--- config.mk ---
export PLATFORM = sky130hd
export DESIGN_NAME = time_set_ctrl
export DESIGN_NICKNAME = d
export VERILOG_FILES = /design/src/rtl/time_set_ctrl_pkg.sv /design/src/rtl/btn_debounce.sv /design/src/rtl/time_set_ctrl.sv
export SDC_FILE = /design/constraint.sdc
export NUM_CORES = 1
export LEC_CHECK = 0
export CORE_ASPECT_RATIO = 1.5
export CORE_UTILIZATION = 37
export CTS_CLUSTER_DIAMETER = 100
export DETAILED_ROUTE_END_ITERATION = 16
export HOLD_SLACK_MARGIN = 0.12
export PLACE_DENSITY = 0.61
export SETUP_SLACK_MARGIN = 0.3
export SYNTH_ARGS = -nofsm -noshare
export SYNTH_HDL_FRONTEND = slang
export SYNTH_SLANG_ARGS = --single-unit
--- constraint.sdc ---
create_clock -name clk -period 2.1 [get_ports clk]
set_input_delay 0.21 -clock clk [delete_from_list [all_inputs] [get_ports clk]]
set_output_delay 0.21 -clock clk [all_outputs]
set_load 0.02 [all_outputs]
--- src/rtl/time_set_ctrl_pkg.sv ---
// rtl/time_set_ctrl_pkg.sv - select codes, FSM state encodings and field helpers for time_set_ctrl
package time_set_ctrl_pkg;

    localparam logic [1:0] SELECT_NONE = 2'b00;
    localparam logic [1:0] SELECT_SEC  = 2'b01;
    localparam logic [1:0] SELECT_MIN  = 2'b10;
    localparam logic [1:0] SELECT_HOUR = 2'b11;

    typedef enum logic [1:0] {
        ST_RUN      = 2'd0,
        ST_SET_HOUR = 2'd1,
        ST_SET_MIN  = 2'd2,
        ST_SET_SEC  = 2'd3
    } state_t;

    function automatic state_t next_field(input state_t s);
        state_t n;
        case (s)
            ST_RUN:      n = ST_SET_HOUR;
            ST_SET_HOUR: n = ST_SET_MIN;
            ST_SET_MIN:  n = ST_SET_SEC;
            default:     n = ST_RUN;
        endcase
        return n;
    endfunction

    function automatic logic [1:0] select_of(input state_t s);
        logic [1:0] sel;
        case (s)
            ST_SET_HOUR: sel = SELECT_HOUR;
            ST_SET_MIN:  sel = SELECT_MIN;
            ST_SET_SEC:  sel = SELECT_SEC;
            default:     sel = SELECT_NONE;
        endcase
        return sel;
    endfunction

endpackage

--- src/rtl/btn_debounce.sv ---
// rtl/btn_debounce.sv - 2-flop synchronizer, debouncer and registered press detector for one button
module btn_debounce #(
    parameter int DEBOUNCE_CYCLES = 16
) (
    input  logic clk,
    input  logic reset_n,
    input  logic btn,
    output logic level,
    output logic press
);

    localparam int CW = (DEBOUNCE_CYCLES > 1) ? $clog2(DEBOUNCE_CYCLES) : 1;
    localparam logic [CW-1:0] CNT_LAST = CW'(DEBOUNCE_CYCLES - 1);

    logic          sync1;
    logic          sync2;
    logic [1:0]    sync_vld;
    logic          level_d;
    logic          armed;
    logic [CW-1:0] cnt;

    // armed only after a genuinely released button has been seen, so a button
    // held across reset must be released and pressed again to count
    always_ff @(posedge clk or negedge reset_n) begin
        if (!reset_n) begin
            sync1    <= 1'b0;
            sync2    <= 1'b0;
            sync_vld <= 2'b00;
            level    <= 1'b0;
            level_d  <= 1'b0;
            armed    <= 1'b0;
            cnt      <= '0;
            press    <= 1'b0;
        end else begin
            sync1    <= btn;
            sync2    <= sync1;
            sync_vld <= {sync_vld[0], 1'b1};
            if (sync2 != level) begin
                if (cnt == CNT_LAST) begin
                    level <= sync2;
                    cnt   <= '0;
                end else begin
                    cnt <= cnt + 1'b1;
                end
            end else begin
                cnt <= '0;
            end
            level_d <= level;
            if (sync_vld[1] && !level && !sync2) begin
                armed <= 1'b1;
            end
            press <= level && !level_d && armed;
        end
    end

endmodule

--- src/rtl/time_set_ctrl.sv ---
// rtl/time_set_ctrl.sv - button-driven time-set FSM; define AUTO_REPEAT_EN for hold-to-repeat on adjust
module time_set_ctrl
    import time_set_ctrl_pkg::*;
#(
    parameter int DEBOUNCE_CYCLES = 16,
    parameter int REPEAT_DELAY    = 500,
    parameter int REPEAT_PERIOD   = 100,
    parameter int IDLE_TIMEOUT    = 5000
) (
    input  logic       clk,
    input  logic       reset_n,
    input  logic       btn_mode,
    input  logic       btn_adj,
    output logic [1:0] select,
    output logic       increment,
    output logic       setting
);

    localparam bit IDLE_EN = (IDLE_TIMEOUT > 0);
    localparam int IW = (IDLE_TIMEOUT > 1) ? $clog2(IDLE_TIMEOUT + 1) : 1;
    localparam logic [IW-1:0] IDLE_MAX  = IW'(IDLE_TIMEOUT);
    localparam logic [IW-1:0] IDLE_LAST = IW'(IDLE_TIMEOUT - 1);

    logic          mode_press;
    logic          adj_press;
    logic          adj_level;
    logic          unused_mode_level;
    state_t        state;
    state_t        state_next;
    logic          mode_pend;
    logic          mode_pend_next;
    logic [IW-1:0] idle_cnt;
    logic [IW-1:0] idle_next;
    logic          idle_hit;
    logic          adj_fire;
    logic          rep_fire;

    btn_debounce #(.DEBOUNCE_CYCLES(DEBOUNCE_CYCLES)) u_mode_db (
        .clk     (clk),
        .reset_n (reset_n),
        .btn     (btn_mode),
        .level   (unused_mode_level),
        .press   (mode_press)
    );

    btn_debounce #(.DEBOUNCE_CYCLES(DEBOUNCE_CYCLES)) u_adj_db (
        .clk     (clk),
        .reset_n (reset_n),
        .btn     (btn_adj),
        .level   (adj_level),
        .press   (adj_press)
    );

    // a mode press landing on a live increment is held for one cycle so select
    // stays put for the cycle after the pulse
    always_comb begin
        state_next     = state;
        mode_pend_next = 1'b0;
        idle_next      = idle_cnt;
        adj_fire       = 1'b0;
        if (state == ST_RUN || mode_press || adj_press || !IDLE_EN) begin
            idle_next = '0;
        end else if (idle_cnt != IDLE_MAX) begin
            idle_next = idle_cnt + 1'b1;
        end
        idle_hit = IDLE_EN && (state != ST_RUN) && !mode_press && !adj_press
                   && (idle_cnt >= IDLE_LAST);
        if (mode_pend) begin
            state_next = next_field(state);
        end else if (mode_press) begin
            if (increment) begin
                mode_pend_next = 1'b1;
            end else begin
                state_next = next_field(state);
            end
        end else if (idle_hit && !increment) begin
            state_next = ST_RUN;
        end else if (adj_press && state != ST_RUN && !increment) begin
            adj_fire = 1'b1;
        end
    end

`ifdef AUTO_REPEAT_EN
    localparam int RMAX = (REPEAT_DELAY > REPEAT_PERIOD) ? REPEAT_DELAY : REPEAT_PERIOD;
    localparam int RW = (RMAX > 1) ? $clog2(RMAX) : 1;
    localparam logic [RW-1:0] DELAY_LOAD  = RW'(REPEAT_DELAY - 1);
    localparam logic [RW-1:0] PERIOD_LOAD = RW'(REPEAT_PERIOD - 1);

    logic          rep_active;
    logic          rep_active_next;
    logic [RW-1:0] rep_cnt;
    logic [RW-1:0] rep_cnt_next;

    // countdown to the next repeat; a fire that would collide with a live pulse waits at zero
    always_comb begin
        rep_fire        = 1'b0;
        rep_active_next = rep_active;
        rep_cnt_next    = rep_cnt;
        if (adj_fire) begin
            rep_active_next = 1'b1;
            rep_cnt_next    = DELAY_LOAD;
        end else if (!rep_active || !adj_level || mode_press || mode_pend
                     || state_next != state) begin
            rep_active_next = 1'b0;
            rep_cnt_next    = '0;
        end else if (rep_cnt != '0) begin
            rep_cnt_next = rep_cnt - 1'b1;
        end else if (!increment) begin
            rep_fire     = 1'b1;
            rep_cnt_next = PERIOD_LOAD;
        end
    end

    always_ff @(posedge clk or negedge reset_n) begin
        if (!reset_n) begin
            rep_active <= 1'b0;
            rep_cnt    <= '0;
        end else begin
            rep_active <= rep_active_next;
            rep_cnt    <= rep_cnt_next;
        end
    end
`else
    logic unused_repeat_cfg;
    assign rep_fire          = 1'b0;
    assign unused_repeat_cfg = adj_level & ((REPEAT_DELAY + REPEAT_PERIOD) > 0);
`endif

    always_ff @(posedge clk or negedge reset_n) begin
        if (!reset_n) begin
            state     <= ST_RUN;
            select    <= SELECT_NONE;
            increment <= 1'b0;
            mode_pend <= 1'b0;
            idle_cnt  <= '0;
        end else begin
            state     <= state_next;
            select    <= select_of(state_next);
            increment <= adj_fire | rep_fire;
            mode_pend <= mode_pend_next;
            idle_cnt  <= idle_next;
        end
    end

    assign setting = (state != ST_RUN);

endmodule

==> impl_metrics.tcl, run 1 <==
set metrics [dict create \
    outcome "finished, final reports clean" \
    power.density_mw_per_mm2 687 \
    async_reset_ff_share_pct 100 \
    start_util_pct 38.7 \
    hold_violations 0 \
    post-dp-hpwl_mm 2.11 \
    grt_max_degree 41 \
    layout-drive-gt1-share_pct 10.4 \
    antenna_found_initial 0 \
    yosys-top-cells-count "dfrtp_1, nor2_1, inv_1" \
    yosysUniqueCellTypes 34 \
    synth_area_leaders "dfrtp_1, xnor2_1, ha_1, nor2_1, inv_1" \
    core_area_mm2 0.00454 \
    grt_setup_unrepaired "no" \
    num_rows 30 \
    track_usage_pct 14.8 \
    port_buffers 7 \
    avgSynthCellArea_um2 11.2 \
    ant_nets 0 \
    timing.final.crit_share_pct 81.2 \
    n_antenna_cell 0 \
    first_pass_iters 4 \
    fin_skew_ps 9.98 \
    yosys.area.top_type "dfrtp_1" \
    cp-end-kind "register" \
    synth-seq-cells 40 \
    startpoint_type "register" \
    yosysMostFrequentCell "dfrtp_1" \
    clock_path_buffers 2 \
    grt_pass1_wl_mm 5.58 \
    p_leak_nw 0.835 \
    clock_sinks 40 \
    fin_tns_setup_ps 0 \
    wl_per_cell_um 12.7 \
    drt-total-wl_mm 3.00 \
    syn-num-nets 167 \
    min_period_ps 1710 \
    vias 1161 \
    cap_violations 0 \
    yosysSeqAreaShare_pct 56.9 \
    die_y_um 86.4 \
    worstHoldPathType "reg -> reg" \
    synth_edf_count 0 \
    ir_drop_uv 452 \
    drc 0 \
    drt_iter0_drc 94 \
    r2r_slack_ps 390 \
    clk_pin_slew_worst_paths_ps 80 \
    cts-root-buf "clkbuf_8" \
    grt_pass1_vias 1278 \
    cp_max_fo 4 \
    die-area_mm2 0.00504 \
    fillers 427 \
    synthToLayoutAreaGrowth_pct 14.9 \
    final_max_slew_viol_count 0 \
    critical_path_arrival_ps 1900 \
    worstSetupPathType "reg -> reg" \
    required_ps 2290 \
    viasPerCell 4.90 \
    fmax_mhz 586 \
    utilization_pct 44.5 \
    syn_inst 157 \
    yosysTopAreaCellShare_pct 56.9 \
    setup_violations 0 \
    gp_congestion 0.761 \
    worst_pin_slew_ps 875 \
    htreeDepth 2 \
    io_pins 8 \
    regArea_mm2 0.00100 \
    synthFlopType "dfrtp_1" \
    die_x_um 58.3 \
    slew-limit-headroom_pct 41.7 \
    nNetsFinal 182 \
    multi_input_area_um2 699 \
    tritoncts "done" \
    synth_warnings 0 \
    grt_overflow 0 \
    cts_buffers 5 \
    clk_latency_ps 300 \
    synthesis.area_mm2 0.00176 \
]
[layout make-up]
cell class	instances	area share (%)
inverter	13	2.42
sequential	40	49.6
tap	64	3.97
multi-input combinational	101	34.6
clock inverter	1	0.372
clock buffer	7	4.28
timing repair buffer	11	4.77
[cells by family (layout without fill, tap and decap cells)]
group / after synthesis / after routing / synth area share (%)
adders and majority gates: 6 / 6 / 4.27
xor gates and xnor gates: 16 / 16 / 7.97
DFF: 40 / 40 / 56.9
AOI/OAI and AO/OA: 20 / 20 / 8.40
and+or+nand+nor: 55 / 55 / 16.7
other: 1 / 1 / 0.213
muxes: 3 / 3 / 1.85
buffers and inverters: 16 / 32 / 3.70
[layer usage]
| metal | vias to the layer above | wire [um] | GRT usage, % |
|---|---|---|---|
| met2 | 14 | 1610 | 25.9 |
| met1 | 583 | 1200 | 15.3 |
| met5 | - | 0 | 0 |
| li1 | 556 | - | - |
| met3 | 8 | 87 | 4.03 |
| met4 | 0 | 105 | 9.31 |
[layout by cell type (no fill, tap or decap), types with 4 or more instances in the layout]
master           count
dfrtp_1             40
nor2_1              20
inv_1               13
xnor2_1             12
a21oi_1              8
nand3_1              7
clkbuf_8             6
ha_1                 5
clkdlybuf4s50_1      5
xor2_1               4
nand2_1              4
nor3_1               4
[state kept, by name, summed over array words and instances, names as in the netlist, 2 cells and up]
signal	flops
u_adj_db.cnt	4
u_mode_db.cnt	4
u_adj_db.sync_vld	2
idle_cnt	13
state	2
[worst max-delay path, cell delays in order (launching register included)]
cell and delay [ps]:
dfrtp_1 390, inv_1 80, ha_2 190, or3_4 380, a2111oi_4 220, a21oi_2 120
a22o_1 210
[path summary, 6_finish.rpt]
check | start | depth (start not counted) | end
setup / recovery | state[0] | 6 | select[1]
hold / removal | u_adj_db.sync1 | 0 | u_adj_db.sync2
setup reg to reg | state[0] | 6 | select[1]
hold reg to reg | u_adj_db.sync1 | 0 | u_adj_db.sync2
max in group asynchronous | reset_n | 2 | u_mode_db.cnt[2]
min in group asynchronous | reset_n | 2 | idle_cnt[2]
[through the flow]
| step | std cells | area, um^2 | total power [W] | worst slack [ps] | hold slack (ps) |
|---|---|---|---|---|---|
| after floorplan | 157 | 1770 | 0.000842 | 385 | -85.6 |
| after global placement | 226 | 1900 | 0.000867 | 413 | 336 |
| final | 237 | 2020 | 0.00139 | 394 | 351 |
| after global routing | 237 | 2020 | 0.00144 | 301 | 358 |
| after detailed placement | 226 | 1900 | 0.000873 | 349 | 336 |
| after CTS | 235 | 2000 | 0.00141 | 333 | 352 |
[where the power goes]
group	leakage [nW]	internal [W]	switching [W]
logic	0.261	0.0000243	0.0000333
registers	0.529	0.000786	0.0000144
clock network	0.0445	0.000267	0.000261
total	0.835	0.00108	0.000309
[what timing repair did]
item / CTS / global route
endpoints found under the setup margin: 1 / 2
hold buffers: 1 / 0
hold endpoints to repair: 40 / 0
buffers inserted: 0 / 2
resized for setup: 1 / 1
Note: power is estimated with default switching activity, not from simulation.
==> inputs of run 2 (changes only) <==
--- a/config.mk
+++ b/config.mk
@@ -10,7 +10,7 @@
 export CTS_CLUSTER_DIAMETER = 100
 export DETAILED_ROUTE_END_ITERATION = 16
 export HOLD_SLACK_MARGIN = 0.12
-export PLACE_DENSITY = 0.61
+export PLACE_DENSITY = 0.63
 export SETUP_SLACK_MARGIN = 0.3
 export SYNTH_ARGS = -nofsm -noshare
 export SYNTH_HDL_FRONTEND = slang
==> constraint.sdc (replaced) <==
create_clock -name clk -period 1.4 [get_ports clk]
set_input_delay 0.14 -clock clk [delete_from_list [all_inputs] [get_ports clk]]
set_output_delay 0.14 -clock clk [all_outputs]
set_load 0.02 [all_outputs]
==> run 2 against run 1 <==
- the flow now finishes with violations (negative setup slack)
- register-to-register slack lost 600 ps
- flip-flop and latch count is the same
- largest cell class unchanged
- critical path depth is the same
- largest power group is now clock
==> impl_metrics.tcl, run 2 (same netlist as run 1, synthesis figures left out) <==
set metrics [dict create \
    final_common_cell "dfrtp_1" \
    critPathSlowestCell "dfrtp_1" \
    largest_register_ffs 13 \
    cp-end-kind "register" \
    cp_cell_sequence "inv_2 > ha_4 > or3_4 > a2111oi_4 > a21oi_2 > a22o_1" \
    nNetsFinal 218 \
    violations "negative setup slack" \
    drt-total-wl_mm 4.08 \
    internal_power_w 0.00215 \
    largest-register "idle_cnt" \
    clkPwrFrac_pct 48.5 \
    p_leak_nw 1.18 \
    ant_nets 0 \
    clk_pin_slew_worst_paths_ps 70 \
    cp_max_fo 3 \
    htreeDepth 2 \
    fin_area_mm2 0.00271 \
    worstHoldPathType "in -> reg" \
    wl_per_cell_um 14.9 \
    holdWs_ps 296 \
    clk_latency_ps 290 \
    cts-root-buf "clkbuf_8" \
    die_y_um 86.4 \
    clock_path_buffers 2 \
    critical_path_arrival_ps 1790 \
    first_pass_iters 4 \
    grt_overflow 0 \
    min_period_ps 1610 \
    worstSetupPathType "reg -> reg" \
    p_sw_share_pct 18.6 \
    start_util_pct 38.7 \
    cap_violations 0 \
    mostFrequentLayoutCells "dfrtp_1, buf_4, xnor2_1, nor2_1, inv_1" \
    n_antenna_cell 0 \
    ir_drop_uv 1050 \
    die-area_mm2 0.00504 \
    drt_iter0_drc 52 \
    max_stage_delay_ps 370 \
    fin_skew_ps 1.81 \
    grt_max_degree 26 \
    biggestRegsByFlops "idle_cnt (13), u_adj_db.cnt (4), u_mode_db.cnt (4)" \
    die_x_um 58.3 \
    viasPerCell 4.92 \
    clock_sinks 40 \
    fmax_mhz 623 \
    required_ps 1580 \
    tritoncts "done" \
    grt_setup_unrepaired "yes" \
    io_pins 8 \
    utilization_pct 59.6 \
    core_area_mm2 0.00454 \
    startpoint_type "register" \
    gp_congestion 0.842 \
    timing.final.crit_share_pct 115 \
    crit_buf_inv 1 \
    port_buffers 7 \
    power.density_mw_per_mm2 976 \
    outcome "complete, but fails checks" \
    cp-startpoint "state[1]" \
    dp_cells 249 \
    num_rows 30 \
    placed_area_mm2 0.00209 \
    r2r-start "state[1]" \
    power.switching_w 0.000490 \
    setup_ws_ps -205 \
    antenna_found_initial 0 \
    grt_pass1_wl_mm 6.50 \
    comb_power_share_pct 5.9 \
    layout-drive-gt1-share_pct 45.5 \
    post-dp-hpwl_mm 2.45 \
    cts_buffers 5 \
    drc 0 \
    fillers 337 \
    grt_pass1_vias 1462 \
    track_usage_pct 17.4 \
    vias 1343 \
    final_max_slew_viol_count 0 \
    power_frac_seq_pct 45.6 \
    hp-start "btn_adj" \
    setup_violations 16 \
    instances_no_fill 273 \
    hold_violations 0 \
    worst_path_dominant_cell_family "compound AO/OA/AOI/OAI gates" \
    synthToLayoutAreaGrowth_pct 54.0 \
]
[run 2: cell count changes in the layout (fill, tap and decap cells not counted), moves of 5 or more]
cell	before	now
nor2_4	0	8
ha_4	0	5
buf_4	3	31
buf_6	0	8
nor2_1	20	9
[run 2: final timing paths]
kind / slack, ps / cells after the start / to
setup reg to reg: -210 / 6 / select[1]
min in group asynchronous: 310 / 2 / idle_cnt[9]
hold / removal: 300 / 1 / u_adj_db.sync1
setup / recovery: -210 / 6 / select[1]
max in group asynchronous: 630 / 3 / u_mode_db.cnt[2]
hold reg to reg: 350 / 0 / u_mode_db.sync2
[run 2: power groups by stage]
stage               clock network, W  registers (W)   logic, W
floorplan                          0        0.00122  0.0000459
detailed placement                 0        0.00122   0.000101
finish                       0.00128        0.00120   0.000155
global placement                   0        0.00122  0.0000945
CTS                          0.00131        0.00120   0.000144
global route                 0.00135        0.00121   0.000172
[run 2: routing by layer]
layer	GRT usage, %	wire, um
met3	3.13	83
met2	33.9	2450
met1	16.5	1470
met5	0	0
met4	9.31	81
[run 2: cell type report]
type	instances	area (um^2)	area share (%)
clock buffer	5	68.8	2.54
clock inverter	3	90.1	3.33
inverter	13	48.8	1.80
multi-input combinational	101	981	36.2
sequential	40	1000	37.0
tap	64	80.1	2.96
timing repair buffer	47	435	16.1
[run 2: through the flow]
| stage | worst slack (ps) | total power [W] | TNS (ps) |
|---|---|---|---|
| after CTS | -203 | 0.00265 | -1930 |
| after global placement | -201 | 0.00131 | -736 |
| final | -205 | 0.00264 | -2090 |
| after floorplan | -315 | 0.00127 | -1180 |
| after global routing | -282 | 0.00273 | -2920 |
| after detailed placement | -226 | 0.00132 | -1080 |
[run 2: what timing repair did]
action	CTS	global route
setup buffers	13	1
cloned	1	0
pin swaps	15	6
hold buffers	1	0
gates resized for setup	58	28
endpoints found under the setup margin	22	23
endpoints found under the hold margin	40	0
[run 2: worst reg2reg max path: cells and delay by family, from the launching register on]
| kind | cells | cell delay, ps |
|---|---|---|
| adder cells (fa/ha/maj) | 1 | 150 |
| AO/OA/AOI/OAI | 3 | 550 |
| AND/OR/NAND/NOR | 1 | 370 |
| flip-flops | 1 | 370 |
| buffers and inverters | 1 | 50 |
==> inputs of run 3 (changes only) <==
--- a/config.mk
+++ b/config.mk
@@ -5,12 +5,13 @@
 export SDC_FILE = /design/constraint.sdc
 export NUM_CORES = 1
 export LEC_CHECK = 0
+export ABC_CLOCK_PERIOD_IN_PS = 1500
 export CORE_ASPECT_RATIO = 1.5
 export CORE_UTILIZATION = 37
 export CTS_CLUSTER_DIAMETER = 100
 export DETAILED_ROUTE_END_ITERATION = 16
 export HOLD_SLACK_MARGIN = 0.12
-export PLACE_DENSITY = 0.63
+export PLACE_DENSITY = 0.61
 export SETUP_SLACK_MARGIN = 0.3
 export SYNTH_ARGS = -nofsm -noshare
 export SYNTH_HDL_FRONTEND = slang
==> constraint.sdc (replaced) <==
create_clock -name clk -period 1.5 [get_ports clk]
set_input_delay 0.15 -clock clk [delete_from_list [all_inputs] [get_ports clk]]
set_output_delay 0.15 -clock clk [all_outputs]
set_load 0.02 [all_outputs]
==> run 3 against run 2 <==
- the flow still finishes with violations (negative setup slack)
- sequential share of layout area is 4.6 points higher
- first-iteration DRC count is 23% lower
- register-to-register slack better by 100 ps
- power is 21% lower
- clock-buffer cell count is 1 higher
- clock skew is 1.7 ps higher
- via count is 3.9% lower
- final area is 11% lower
- setup slack better by 100 ps
- sequential power is 7% lower
- clock power is 33% lower
==> impl_metrics.tcl, run 3 (same netlist as run 1, synthesis figures left out) <==
set metrics [dict create \
    viasPerCell 4.83 \
    n_antenna_cell 0 \
    dp_worst_setup_slack_ps -152 \
    cap_violations 0 \
    drt-total-wl_mm 3.60 \
    cts-root-buf "clkbuf_8" \
    power.density_mw_per_mm2 868 \
    port_buffers 7 \
    hold_violations 0 \
    grt_pass1_wl_mm 6.09 \
    die_x_um 58.3 \
    nNetsFinal 212 \
    num_rows 30 \
    layout-drive-gt1-share_pct 37.9 \
    clk_pin_slew_worst_paths_ps 80 \
    wl_per_cell_um 13.5 \
    final_max_slew_viol_count 0 \
    worstHoldPathType "in -> reg" \
    cp-end-kind "register" \
    tritoncts "done" \
    die-area_mm2 0.00504 \
    ir_drop_uv 493 \
    cp_cell_sequence "inv_2 > ha_4 > or3_4 > a2111oi_4 > a21oi_2 > a22o_1" \
    grt_setup_unrepaired "yes" \
    p_total_w 0.00209 \
    start_util_pct 38.7 \
    fmax_mhz 623 \
    synthToLayoutAreaGrowth_pct 36.9 \
    largest-register "idle_cnt" \
    critical_path_arrival_ps 1790 \
    grt_pass1_vias 1363 \
    vias 1290 \
    p_leak_nw 1.04 \
    clock_sinks 40 \
    max_stage_delay_ps 380 \
    die_y_um 86.4 \
    post-dp-hpwl_mm 2.31 \
    worst_pin_slew_ps 513 \
    cp_max_fo 3 \
    cts_buffers 5 \
    worstSetupPathType "reg -> reg" \
    mostFrequentLayoutCells "dfrtp_1, buf_4, xnor2_1" \
    ant_nets 0 \
    timing.final.crit_share_pct 107 \
    io_pins 8 \
    track_usage_pct 16.0 \
    gp_congestion 0.749 \
    critPathSlowestCell "or3_4" \
    grt_max_degree 41 \
    drc 0 \
    fillers 405 \
    setup_violations 16 \
    final_common_cell "dfrtp_1" \
    fin_tns_setup_ps -594 \
    htreeDepth 2 \
    core_area_mm2 0.00454 \
    slew-limit-headroom_pct 65.8 \
    largest_register_ffs 13 \
    fin_area_mm2 0.00241 \
    holdWs_ps 295 \
    setup_ws_ps -105 \
    antenna_found_initial 0 \
    startpoint_type "register" \
    required_ps 1680 \
    first_pass_iters 4 \
    drt_iter0_drc 40 \
    clock_path_buffers 2 \
    grt_overflow 0 \
    clk_latency_ps 290 \
    placed_area_mm2 0.00206 \
    violations "negative setup slack" \
    biggestRegsByFlops "idle_cnt (13), u_adj_db.cnt (4), u_mode_db.cnt (4)" \
    outcome "complete, but fails checks" \
    min_period_ps 1610 \
    fin_skew_ps 3.51 \
]
==> run 3: path summary, 6_finish.rpt <==
path | startpoint | end | slack [ps] | cells past startpoint
worst max register to register | state[0] | select[1] | -110 | 6
worst min register to register | u_adj_db.sync_vld[0] | u_adj_db.sync_vld[1] | 350 | 0
min in group asynchronous | reset_n | idle_cnt[6] | 450 | 3
worst max-delay path | state[0] | select[1] | -110 | 6
worst min-delay path | btn_mode | u_mode_db.sync1 | 300 | 1
max in group asynchronous | reset_n | increment | 670 | 3
==> run 3: timing repair <==
item                                    4_1_cts  5_1_grt
buffers inserted                              5        5
hold buffers                                  1        0
endpoints found under the hold margin        40        0
endpoints found under the setup margin       22       20
resized for setup                            32       20
pin swaps                                     4        2
gates cloned                                  1        0
==> run 3: final cells by class <==
type	instances	area, um^2	share of cell area [%]
clock buffer	6	72.6	3.02
multi-input combinational	101	815	33.9
timing repair buffer	41	353	14.7
inverter	13	48.8	2.03
clock inverter	2	35.0	1.46
tap	64	80.1	3.33
sequential	40	1000	41.7
==> run 3: layer usage <==
layer  vias up  share of wire, %  global-route usage, %
li1        619                 -                      -
met1       643                40                   18.0
met2        19                56                   27.6
met3         9               2.3                   4.03
met4         0               2.2                   8.44
met5         -                 0                      0
==> run 3: stage by stage <==
| step | utilization (%) | std cells |
|---|---|---|
| 6_report | 53.0 | 267 |
| 2_1_floorplan | - | 157 |
| 3_5_place_dp | 45.3 | 247 |
| 5_1_grt | 53.0 | 267 |
| 4_1_cts | 50.7 | 262 |
| 3_3_place_gp | 45.3 | 247 |
==> run 3: critical path, delay by kind of cell (launching register included) <==
family	cells	cell delay [ps]
buf+inv	1	60
compound gates	3	540
simple gates	1	380
flops	1	370
fa+ha+maj	1	150
==> run 3: report_power, final <==
| part | internal [W] | total, W | switching, W |
|---|---|---|---|
| combinational | 0.0000565 | 0.000116 | 0.0000590 |
| clock | 0.000494 | 0.000853 | 0.000359 |
| sequential | 0.00110 | 0.00112 | 0.0000200 |
| total | 0.00165 | 0.00209 | 0.000438 |
